<file path="src/rtl/tm_sch_pri_mem_bank_pkg.sv">
`default_nettype none
// +----------------------------------------------------------------------------+
// | Module      : tm_sch_pri_mem_bank_pkg                                      |
// | Description : Shared widths and FSM encoding for the scheduler memory bank |
// | Revision    : 1.0                                                          |
// +----------------------------------------------------------------------------+
package tm_sch_pri_mem_bank_pkg;

  localparam int c_pio_w_def                 = 32;
  localparam int c_nch_def                   = 8;
  localparam int c_second_lvl_queue_id_nbits = 6;
  localparam int c_second_lvl_sch_id_nbits   = 4;

  // PIO addresses are byte addresses; memory words start at bit 2.
  localparam int c_word_lsb = 2;

  typedef enum logic [0:0] {
    ST_INIT = 1'b0,
    ST_RUN  = 1'b1
  } state_e;

endpackage
`default_nettype wire

</file>
<file path="src/rtl/tm_sch_pri_mem_bank_if.sv">
`default_nettype none
// +----------------------------------------------------------------------------+
// | Module      : tm_sch_pri_mem_bank_if                                       |
// | Description : PIO register bus and scheduler read channels of the bank     |
// | Revision    : 1.0                                                          |
// +----------------------------------------------------------------------------+
interface tm_sch_pri_mem_bank_if
  import tm_sch_pri_mem_bank_pkg::*;
#(
  parameter int NCH         = c_nch_def,
  parameter int WIDTH       = 2 * c_second_lvl_queue_id_nbits,
  parameter int DEPTH_NBITS = c_second_lvl_sch_id_nbits,
  parameter int PIO_W       = c_pio_w_def
);

  logic [PIO_W-1:0]           reg_addr;
  logic [PIO_W-1:0]           reg_din;
  logic                       reg_rd;
  logic                       reg_wr;
  logic [NCH-1:0]             reg_ms;
  logic [NCH-1:0]             app_rd;
  logic [NCH*DEPTH_NBITS-1:0] app_raddr;
  logic [NCH-1:0]             app_ack;
  logic [NCH*WIDTH-1:0]       app_rdata;
  logic                       mem_ack;
  logic [PIO_W-1:0]           mem_rdata;
  logic                       init_done;
  logic                       err_wr_during_init;

  modport master (
    output reg_addr, reg_din, reg_rd, reg_wr, reg_ms, app_rd, app_raddr,
    input  app_ack, app_rdata, mem_ack, mem_rdata, init_done, err_wr_during_init
  );

  modport slave (
    input  reg_addr, reg_din, reg_rd, reg_wr, reg_ms, app_rd, app_raddr,
    output app_ack, app_rdata, mem_ack, mem_rdata, init_done, err_wr_during_init
  );

endinterface
`default_nettype wire

</file>
<file path="src/rtl/tm_sch_pri_mem_bank_chan.sv">
`default_nettype none
// +----------------------------------------------------------------------------+
// | Module      : tm_sch_pri_mem_chan                                          |
// | Description : One 1R1W control memory with forwarding, app/PIO read mux    |
// | Revision    : 1.0                                                          |
// +----------------------------------------------------------------------------+
module tm_sch_pri_mem_chan
  import tm_sch_pri_mem_bank_pkg::*;
#(
  parameter int WIDTH       = 2 * c_second_lvl_queue_id_nbits,
  parameter int DEPTH_NBITS = c_second_lvl_sch_id_nbits
) (
  input  logic                   clk,
  input  logic                   rst,
  input  logic                   i_init,
  input  logic                   i_we,
  input  logic [DEPTH_NBITS-1:0] i_waddr,
  input  logic [WIDTH-1:0]       i_wdata,
  input  logic                   i_app_rd,
  input  logic [DEPTH_NBITS-1:0] i_app_raddr,
  output logic                   o_app_ack,
  output logic [WIDTH-1:0]       o_app_rdata,
  input  logic                   i_pio_set,
  input  logic [DEPTH_NBITS-1:0] i_pio_raddr,
  output logic                   o_pend,
  output logic                   o_pio_ack,
  output logic [WIDTH-1:0]       o_pio_rdata
);

  localparam int c_depth = 1 << DEPTH_NBITS;

  logic [WIDTH-1:0]       r_mem [c_depth];
  logic                   r_pend;
  logic [DEPTH_NBITS-1:0] r_pend_addr;
  logic                   r_app_ack;
  logic [WIDTH-1:0]       r_app_rdata;
  logic                   r_pio_ack;
  logic [WIDTH-1:0]       r_pio_rdata;

  logic                   w_svc;
  logic [DEPTH_NBITS-1:0] w_raddr;
  logic [WIDTH-1:0]       w_rword;

  // The single read port goes to the app whenever it asks; PIO only fills idle slots.
  assign w_svc   = r_pend & ~i_app_rd & ~i_init;
  assign w_raddr = i_app_rd ? i_app_raddr : r_pend_addr;
  assign w_rword = (i_we && (i_waddr == w_raddr)) ? i_wdata : r_mem[w_raddr];

  always_ff @(posedge clk) begin
    if (i_we) begin
      r_mem[i_waddr] <= i_wdata;
    end
  end

  always_ff @(posedge clk or posedge rst) begin
    if (rst) begin
      r_pend      <= 1'b0;
      r_pend_addr <= '0;
      r_app_ack   <= 1'b0;
      r_app_rdata <= '0;
      r_pio_ack   <= 1'b0;
      r_pio_rdata <= '0;
    end else begin
      r_app_ack <= i_app_rd;
      // Words not yet zeroed by the init sweep are undefined, so INIT reads return 0.
      if (i_app_rd) begin
        r_app_rdata <= i_init ? '0 : w_rword;
      end
      r_pio_ack <= w_svc;
      if (w_svc) begin
        r_pio_rdata <= w_rword;
        r_pend      <= 1'b0;
      end else if (i_pio_set) begin
        r_pend      <= 1'b1;
        r_pend_addr <= i_pio_raddr;
      end
    end
  end

  assign o_app_ack   = r_app_ack;
  assign o_app_rdata = r_app_rdata;
  assign o_pend      = r_pend;
  assign o_pio_ack   = r_pio_ack;
  assign o_pio_rdata = r_pio_rdata;

endmodule
`default_nettype wire

</file>
<file path="src/rtl/tm_sch_pri_mem_bank.sv">
`default_nettype none
// +----------------------------------------------------------------------------+
// | Module      : tm_sch_pri_mem_bank                                          |
// | Description : NCH priority-scheduler control memories with init sweep      |
// | Revision    : 1.0                                                          |
// +----------------------------------------------------------------------------+
module tm_sch_pri_mem_bank
  import tm_sch_pri_mem_bank_pkg::*;
#(
  parameter int NCH         = c_nch_def,
  parameter int WIDTH       = 2 * c_second_lvl_queue_id_nbits,
  parameter int DEPTH_NBITS = c_second_lvl_sch_id_nbits,
  parameter int PIO_W       = c_pio_w_def
) (
  input  logic                 clk,
  input  logic                 rst,
  tm_sch_pri_mem_bank_if.slave bus
);

  state_e                 r_state;
  logic [DEPTH_NBITS-1:0] r_cnt;
  logic                   r_init_done;
  logic                   r_err;

  logic                   r_wr_vld;
  logic [NCH-1:0]         r_wr_ms;
  logic [DEPTH_NBITS-1:0] r_wr_addr;
  logic [WIDTH-1:0]       r_wr_data;
  logic                   r_zero_ack;

  logic                   w_init;
  logic                   w_rd_acc;
  logic [DEPTH_NBITS-1:0] w_reg_waddr;
  logic [DEPTH_NBITS-1:0] w_waddr;
  logic [WIDTH-1:0]       w_wdata;
  logic [NCH-1:0]         w_chan_we;
  logic [NCH-1:0]         w_pio_set;
  logic [NCH-1:0]         w_pend;
  logic [NCH-1:0]         w_pio_ack;
  logic [NCH-1:0]         w_app_ack;
  logic [WIDTH-1:0]       w_pio_rdata [NCH];
  logic [WIDTH-1:0]       w_app_rdata [NCH];
  logic [WIDTH-1:0]       w_mem_rdata;
  logic [NCH*WIDTH-1:0]   w_app_rdata_flat;
  logic                   w_unused_bits;

  assign w_init      = (r_state == ST_INIT);
  assign w_reg_waddr = bus.reg_addr[DEPTH_NBITS+c_word_lsb-1:c_word_lsb];

  // One PIO read outstanding bus-wide: a new strobe is dropped while any channel holds one.
  assign w_rd_acc  = bus.reg_rd & ~(|w_pend);
  assign w_pio_set = {NCH{w_rd_acc}} & bus.reg_ms;

  assign w_waddr   = w_init ? r_cnt : r_wr_addr;
  assign w_wdata   = w_init ? '0 : r_wr_data;
  assign w_chan_we = {NCH{w_init}} | ({NCH{r_wr_vld}} & r_wr_ms);

  always_ff @(posedge clk or posedge rst) begin
    if (rst) begin
      r_state     <= ST_INIT;
      r_cnt       <= '0;
      r_init_done <= 1'b0;
    end else if (r_state == ST_INIT) begin
      r_cnt <= r_cnt + 1'b1;
      if (&r_cnt) begin
        r_state     <= ST_RUN;
        r_init_done <= 1'b1;
      end
    end
  end

  always_ff @(posedge clk or posedge rst) begin
    if (rst) begin
      r_wr_vld   <= 1'b0;
      r_wr_ms    <= '0;
      r_wr_addr  <= '0;
      r_wr_data  <= '0;
      r_zero_ack <= 1'b0;
      r_err      <= 1'b0;
    end else begin
      r_wr_vld   <= bus.reg_wr & ~w_init;
      r_wr_ms    <= bus.reg_ms;
      r_wr_addr  <= w_reg_waddr;
      r_wr_data  <= bus.reg_din[WIDTH-1:0];
      r_zero_ack <= w_rd_acc & ~(|bus.reg_ms);
      if (bus.reg_wr && w_init) begin
        r_err <= 1'b1;
      end
    end
  end

  generate
    for (genvar i = 0; i < NCH; i++) begin : g_chan
      tm_sch_pri_mem_chan #(
        .WIDTH       (WIDTH),
        .DEPTH_NBITS (DEPTH_NBITS)
      ) u_chan (
        .clk         (clk),
        .rst         (rst),
        .i_init      (w_init),
        .i_we        (w_chan_we[i]),
        .i_waddr     (w_waddr),
        .i_wdata     (w_wdata),
        .i_app_rd    (bus.app_rd[i]),
        .i_app_raddr (bus.app_raddr[i*DEPTH_NBITS +: DEPTH_NBITS]),
        .o_app_ack   (w_app_ack[i]),
        .o_app_rdata (w_app_rdata[i]),
        .i_pio_set   (w_pio_set[i]),
        .i_pio_raddr (w_reg_waddr),
        .o_pend      (w_pend[i]),
        .o_pio_ack   (w_pio_ack[i]),
        .o_pio_rdata (w_pio_rdata[i])
      );
    end
  endgenerate

  always_comb begin
    w_mem_rdata      = '0;
    w_app_rdata_flat = '0;
    for (int i = 0; i < NCH; i++) begin
      if (w_pio_ack[i]) begin
        w_mem_rdata = w_mem_rdata | w_pio_rdata[i];
      end
      w_app_rdata_flat[i*WIDTH +: WIDTH] = w_app_rdata[i];
    end
  end

  assign w_unused_bits = ^{bus.reg_addr, bus.reg_din};

  assign bus.app_ack            = w_app_ack;
  assign bus.app_rdata          = w_app_rdata_flat;
  assign bus.mem_ack            = r_zero_ack | (|w_pio_ack);
  assign bus.mem_rdata          = PIO_W'(w_mem_rdata);
  assign bus.init_done          = r_init_done;
  assign bus.err_wr_during_init = r_err;

endmodule
`default_nettype wire

</file>
<file path="src/flat_wrapper.sv">
// flat-port wrapper written by rule: the top's interface ports become plain ports
module tm_sch_pri_mem_bank_flat import tm_sch_pri_mem_bank_pkg::*;
#(
  parameter int NCH         = c_nch_def,
  parameter int WIDTH       = 2 * c_second_lvl_queue_id_nbits,
  parameter int DEPTH_NBITS = c_second_lvl_sch_id_nbits,
  parameter int PIO_W       = c_pio_w_def
)
  (clk, rst, bus_reg_addr, bus_reg_din, bus_reg_rd, bus_reg_wr, bus_reg_ms, bus_app_rd, bus_app_raddr, bus_app_ack, bus_app_rdata, bus_mem_ack, bus_mem_rdata, bus_init_done, bus_err_wr_during_init);
  tm_sch_pri_mem_bank_if #(.NCH(NCH), .WIDTH(WIDTH), .DEPTH_NBITS(DEPTH_NBITS), .PIO_W(PIO_W)) bus_i ();
  input  logic clk;
  input  logic rst;
  input wire logic [$bits(bus_i.reg_addr)-1:0] bus_reg_addr;
  input wire logic [$bits(bus_i.reg_din)-1:0] bus_reg_din;
  input wire logic [$bits(bus_i.reg_rd)-1:0] bus_reg_rd;
  input wire logic [$bits(bus_i.reg_wr)-1:0] bus_reg_wr;
  input wire logic [$bits(bus_i.reg_ms)-1:0] bus_reg_ms;
  input wire logic [$bits(bus_i.app_rd)-1:0] bus_app_rd;
  input wire logic [$bits(bus_i.app_raddr)-1:0] bus_app_raddr;
  output wire logic [$bits(bus_i.app_ack)-1:0] bus_app_ack;
  output wire logic [$bits(bus_i.app_rdata)-1:0] bus_app_rdata;
  output wire logic [$bits(bus_i.mem_ack)-1:0] bus_mem_ack;
  output wire logic [$bits(bus_i.mem_rdata)-1:0] bus_mem_rdata;
  output wire logic [$bits(bus_i.init_done)-1:0] bus_init_done;
  output wire logic [$bits(bus_i.err_wr_during_init)-1:0] bus_err_wr_during_init;
  assign bus_i.reg_addr = bus_reg_addr;
  assign bus_i.reg_din = bus_reg_din;
  assign bus_i.reg_rd = bus_reg_rd;
  assign bus_i.reg_wr = bus_reg_wr;
  assign bus_i.reg_ms = bus_reg_ms;
  assign bus_i.app_rd = bus_app_rd;
  assign bus_i.app_raddr = bus_app_raddr;
  assign bus_app_ack = bus_i.app_ack;
  assign bus_app_rdata = bus_i.app_rdata;
  assign bus_mem_ack = bus_i.mem_ack;
  assign bus_mem_rdata = bus_i.mem_rdata;
  assign bus_init_done = bus_i.init_done;
  assign bus_err_wr_during_init = bus_i.err_wr_during_init;
  tm_sch_pri_mem_bank #(.NCH(NCH), .WIDTH(WIDTH), .DEPTH_NBITS(DEPTH_NBITS), .PIO_W(PIO_W)) u_core (.clk(clk), .rst(rst), .bus(bus_i));
endmodule
</file>
<file path="config.mk">
export PLATFORM = sky130hd
export DESIGN_NAME = tm_sch_pri_mem_bank_flat
export DESIGN_NICKNAME = d
export VERILOG_FILES = /design/src/rtl/tm_sch_pri_mem_bank_pkg.sv /design/src/rtl/tm_sch_pri_mem_bank_if.sv /design/src/rtl/tm_sch_pri_mem_bank_chan.sv /design/src/rtl/tm_sch_pri_mem_bank.sv /design/src/flat_wrapper.sv
export SDC_FILE = /design/constraint.sdc
export NUM_CORES = 2
export LEC_CHECK = 0
export ABC_AREA = 1
export BUFFER_PORTS_ARGS = -buffer_cell sky130_fd_sc_hd__buf_2
export CAP_MARGIN = 10
export CORE_ASPECT_RATIO = 0.6
export CORE_MARGIN = 2
export CORE_UTILIZATION = 23
export CTS_CLUSTER_DIAMETER = 80
export DETAILED_ROUTE_END_ITERATION = 8
export GPL_TIMING_DRIVEN = 0
export HOLD_SLACK_MARGIN = 0.05
export SLEW_MARGIN = 20
export SYNTH_ARGS = -nofsm -noshare
export SYNTH_HDL_FRONTEND = slang
export SYNTH_HIERARCHICAL = 1
export SYNTH_SLANG_ARGS = --single-unit
</file>
<file path="constraint.sdc">
create_clock -name clk -period 5.75 [get_ports clk]
set_input_delay 0.2875 -clock clk [delete_from_list [all_inputs] [get_ports clk]]
set_output_delay 0.2875 -clock clk [all_outputs]
set_load 0.01 [all_outputs]
</file>
Word level (Yosys, flattened, before mapping)
Memories as Yosys holds them, arrays and structs flattened.
Cells that the tools add are included.

word-level totals
  bits in registers = 281
  RAM bits = 1536
  input bits = 116
  output and inout port bits = 139
  logic and storage cells = 221
  memories kept = 8

operators by class
  $add $sub $neg = 1
  equal/unequal tests = 8
  multiplexer cells = 68
  bitwise logic cells = 49
  reduce and logical (&&, ||, !) cells = 30

memory list
  name                           depth  bits a word  rd ports  clocked after memory_dff  wr ports  RTL line                        RTL
  u_core.g_chan[0].u_chan.r_mem  16     12           1         0                         1         tm_sch_pri_mem_bank_chan.sv:32  logic [WIDTH-1:0] r_mem [c_depth];
  u_core.g_chan[1].u_chan.r_mem  16     12           1         0                         1         tm_sch_pri_mem_bank_chan.sv:32
  u_core.g_chan[2].u_chan.r_mem  16     12           1         0                         1         tm_sch_pri_mem_bank_chan.sv:32
  u_core.g_chan[3].u_chan.r_mem  16     12           1         0                         1         tm_sch_pri_mem_bank_chan.sv:32
  u_core.g_chan[4].u_chan.r_mem  16     12           1         0                         1         tm_sch_pri_mem_bank_chan.sv:32
  u_core.g_chan[5].u_chan.r_mem  16     12           1         0                         1         tm_sch_pri_mem_bank_chan.sv:32
  2 more memories                n/a    n/a          n/a       n/a                       n/a       n/a

operators with widths
  kind                 count
  $mux 12              25
  $or 12x12->12        7
  $mux 4               9
  $mux 1               34
  $eq 4x4->1           8
  $reduce_or 8->1      3
  $and 1x1->1          19
  $not 1->1            19
  $and 8x8->8          2
  $reduce_and 2->1     8
  $reduce_bool 2->1    8
  $logic_and 1x1->1    9
  $or 8x8->8           1
  $reduce_and 5->1     1
  $add 4x1->4 const B  1
  $reduce_and 4->1     1
  $or 1x1->1           1

Depth between registers and ports, before layout
  word-level depth = 15
  mapped depth = 14
  depth with buffers taken out = 11

Modules after synthesis
Netlist, hierarchy kept.

modules (own cells, without submodules)
  module                                             instances  cells an instance  area an instance (um^2)  sequential area each (um^2)
  tm_sch_pri_mem_chan (u_core.g_chan[1].u_chan ...)  7          828                9385.3                   6541.3
  tm_sch_pri_mem_chan (u_core.g_chan[0].u_chan)      1          827                9356.5                   6541.3
  tm_sch_pri_mem_bank                                1          329                2107.0                   825.8

Least setup slack after synthesis
OpenSTA, ideal clock, no wires.

  path kind = register to register
  start = register u_core.r_state
  end = memory u_core/g_chan[0].u_chan/r_mem[12][0] (netlist name) (enable)
  setup time = 381 ps
  arrival = 4773 ps
  required time = 5369 ps
  path slack = 596 ps
  stages on the path, launching flop included = 5
  buffers on the path = 1
  period minus slack after synthesis = 5154 ps
  path through = dfrtp_1 buf_4 o21ai_0 nand3_1 nor2_1

between the ends
  elaborated cells between the ends (all ways) = 5
  classes of those cells = mux: 3; bitwise: 2

RTL lines
  item                         RTL line                        RTL
  start, declared              tm_sch_pri_mem_bank.sv:20       state_e r_state;
  start signal, assigned       tm_sch_pri_mem_bank.sv:60       r_state <= ST_INIT;
  start signal, assigned       tm_sch_pri_mem_bank.sv:66       r_state <= ST_RUN;
  $mux 4                       tm_sch_pri_mem_bank.sv:54       assign w_waddr = w_init ? r_cnt : r_wr_addr;
  named net u_core.w_waddr[3]  tm_sch_pri_mem_bank.sv:34       logic [DEPTH_NBITS-1:0] w_waddr;
  end, declared                tm_sch_pri_mem_bank_chan.sv:32

The timed path passes the listed nets, and every way through them passes these cells.

Worst setup path in the final report
  start = register u_core.r_state
  end = memory u_core/g_chan[7].u_chan/r_mem[4][1] (netlist name) (enable)

between the ends
  word-level cells in the longest chain between the ends = 4
  elaborated cells between the ends (all ways) = 5
  classes of those cells = mux: 3; bitwise: 2

ends and longest elaborated chain
  item                          RTL line                        RTL
  $not 1->1                     n/a
  named net u_core.w_init       tm_sch_pri_mem_bank.sv:31       logic w_init;
  $or 8x8->8                    tm_sch_pri_mem_bank.sv:56       assign w_chan_we = {NCH{w_init}} | ({NCH{r_wr_vld}} & r_wr_ms);
  $mux 1                        tm_sch_pri_mem_bank_chan.sv:50  if (i_we) begin
  $mux 1 (implied by the code)  tm_sch_pri_mem_bank_chan.sv:51  r_mem[i_waddr] <= i_wdata;
  end, declared                 tm_sch_pri_mem_bank_chan.sv:32

The timed path passes the listed nets, and every way through them passes these cells.

==> results.md <==
* Core area at about 0.33 mm2
* Count of endpoints failing setup in the final report at 0
* Row count at 164
* Worst-Margin Slew at about 1100 ps
* Final nets at 7,541
* Clock slew at reported path FFs at 60 ps
* Synth warnings at 6
* Outcome: complete, no violations
* Initial Utilization at 0.2315
* Layout cell share with drive strength beyond 1 at 0.1315
* Worst R2R Path Depth at 8
* Fin area at 0.09159 mm2
* Detailed-route wire length at approximately 280 mm
* CP Max Fanout at 23
* Top cell type's share of synthesized area at 0.5978
* Ys flop type: edfxtp_1
* Top cells by area, synth: edfxtp_1, nand3_1, dfrtp_1
* Initial DRC Count at 8,241
* CP Launch Type: flop
* Compound-cell area share of the yosys netlist at 0.007719
* Pins over their slew limit at 0
* Vias per cell at roughly 4.8
* Post-CTS Setup Bufs at 0
* Post-route ant nets at 0
* Mean post-synth cell area at roughly 11 um2
* Largest net degree at the start of global routing at 83
* Synth area leader: edfxtp_1
* Initial antenna violation count at 7
* Cts repair resizes at 0
* Via count at ~58,000
* Post-Synth Adder-Cell Area at 0.0001622
* Met2 WL at 114.6 mm
* Vias in the first global route at 53,153
* Post-synthesis mux area share at 0.002335
* Routability congestion estimate at 0.9640
* Die height at 452.7 um
* Clock Latency Late Sink at between 800 and 900 ps
* Reg2reg start: u_core/r_state
* CTS max path bufs at 4
* Hold buffers post-CTS at 47
* XOR/XNOR Fraction of Synth Area at 0.002708
* Most frequent cell after synthesis: nand3_1
* Post-synth EDFFs at about 1,500
* Crit. Startpoint: u_core/r_state
* Uppermost routed layer: met5
* Leak Pwr at 34.16 nW
* PwrDens at approximately 400 mW/mm2
* First-pass GRT wire length at between 300 and 400 mm
* Drt pass-1 iters at 8
* Total number of H-tree levels at 4
* Reg-to-Reg End: u_core/g_chan[7].u_chan/r_mem[4][1]
* Die area at roughly 0.34 mm2
* Top Ports at between 200 and 300
* Drt drc at 0
* Clock skew at about 73 ps
* Sink Count at between 1,500 and 2,000
* Placed instance area at ~0.085 mm2
* WS Path Type: flop to flop
* Fmax at approximately 0.27 GHz
* FF+latch count, synth at between 1,500 and 2,000
* Mapped cell area at roughly 0.077 mm2
* R2r setup slk at roughly 2000 ps
* CTS tree: done
* IR drop worst, VDD at 0.0002268 V
* Synthesized-area fraction occupied by and/or/nand/nor cells at 0.2545
* Hold_ws at about 120 ps
* RSZ-0062 raised after global routing: no
* Post-synth top cells: nand3_1, nand2_1, edfxtp_1
* Ys async rst share at 0.1547
* Max-cap check violation count at 0
* Hold crit path type: input pin to async pin
* Synth-to-layout area growth at 18.69%
* Critical Path RT at a little over 6000 ps
* Register area share after synthesis at 0.6889
* DP HPWL at about 190 mm
* Post-Synthesis Cells at between 6,000 and 7,000
* Final Hold Fails at 0
* Met1 Wirelength at between 100 and 150 mm
* CTS Buf Count at a little under 200
* Number of I/O port buffers at roughly 190
* CP endpoint kind: flop
* WL met3 at between 30 and 40 mm
* Largest family of logic cells by synthesized area: simple AND/OR/NAND/NOR gates
* Die width at roughly 750 um
* Worst rel slew slack at 0.2794
* All-Layer GR Usage at 0.1572
* Final period utilization at 0.6471
* Worst Path Arrival at approximately 4200 ps
* Yosys cell types at 38
* Routed wire per std cell at roughly 23 um
* Grt ovf at 0
* Root Driver: clkbuf_16
* Tmin final at about 3700 ps
## cells in the final DEF (no fill, tap or decap), types with 19 or more instances in the layout
cell           count
buf_4             52
nand2_1         1728
inv_1            191
nand2_2           24
buf_1             32
buf_6             58
clkbuf_16        198
buf_16            19
nand4_1           99
nand3_1         2239
buf_2            308
a21oi_1           28
conb_1            20
inv_2             24
clkbuf_1         223
dlygate4sd3_1     47
clkinv_2          33
edfxtp_1        1536
dfrtp_1          281
nor2_2           134
nor2_1            83
clkinv_1          27
## registers in the layout, indices dropped and copies added (netlist names)
name	flops
u_core/r_cnt	4
u_core/g_chan.u_chan/o_pio_rdata	96
u_core/r_wr_addr	4
u_core/r_wr_ms	8
u_core/bus.init_done	1
u_core/g_chan.u_chan/o_pend	8
u_core/g_chan.u_chan/o_pio_ack	8
u_core/r_wr_data	12
u_core/g_chan.u_chan/o_app_ack	8
u_core/g_chan.u_chan/r_mem	1536
u_core/bus.err_wr_during_init	1
u_core/g_chan.u_chan/r_pend_addr	32
u_core/r_zero_ack	1
u_core/r_state	1
u_core/g_chan.u_chan/o_app_rdata	96
u_core/r_wr_vld	1
## critical path, cell delays in order (launching register included)
cell and delay (ps):
dfrtp_1 420, inv_2 720, nand2_1 210, nand2_4 450, buf_12 280, inv_1 90, nor2_1 90, nand2_1 130
nor2_1 850
## worst max path at each step
stage                                                end  slack [ps]  cells after the start
CTS                  u_core/g_chan[6].u_chan/r_mem[4][0]        1980                      8
global placement    u_core/g_chan[3].u_chan/r_mem[9][10]       -5600                      4
detailed placement   u_core/g_chan[5].u_chan/r_mem[5][5]        2020                      8
finish               u_core/g_chan[7].u_chan/r_mem[4][1]        2030                      8
floorplan           u_core/g_chan[0].u_chan/r_mem[12][0]         600                      4
global route         u_core/g_chan[7].u_chan/r_mem[4][2]        1890                      8
## per-stage QoR
| step | total power, mW | util | worst slack (ps) | cells | setup TNS [ps] |
|---|---|---|---|---|---|
| floorplan | 20.85 | - | 596.3 | 6971 | 0 |
| global placement | 24.83 | 0.2514 | -5597 | 11639 | -8975440 |
| detailed placement | 24.86 | 0.2543 | 2015 | 11663 | 0 |
| CTS | 37.43 | 0.2745 | 1977 | 12059 | 0 |
| global route | 38.88 | 0.2748 | 1885 | 12064 | 0 |
| finish | 37.44 | 0.2748 | 2029 | 12066 | 0 |
## area by class of cell
cell class | instances | area (um2)
timing repair buffer | 257 | 2024
tap | 4482 | 5608
clock buffer | 244 | 5187
antenna | 7 | 17.52
multi-input combinational | 4471 | 21070
fill | 34633 | 241700
inverter | 235 | 992.2
buffer | 448 | 2466
clock inverter | 105 | 1069
sequential | 1817 | 53160
## logic make-up after synthesis
group           after synthesis
buf+inv                     683
fa+ha+maj                     1
other cells                   1
flops                      1817
simple gates               4335
xor+xnor                     17
compound gates               82
mux                          16
## report_power, final
group	total [mW]	switching, mW	leakage (nW)	internal [mW]
Sequential	15.7	0.571	17.3	15.1
Combinational	9.19	6.73	13.9	2.46
Clock	12.6	5.37	3.05	7.21
## per-layer routing
metal  vias up  GRT usage
met5         -          0
met3       414    0.04083
met4         2    0.05840
met2      3050     0.2237
met1     28471     0.2275
li1      25584          -
Power figures use the tool's default switching activity.
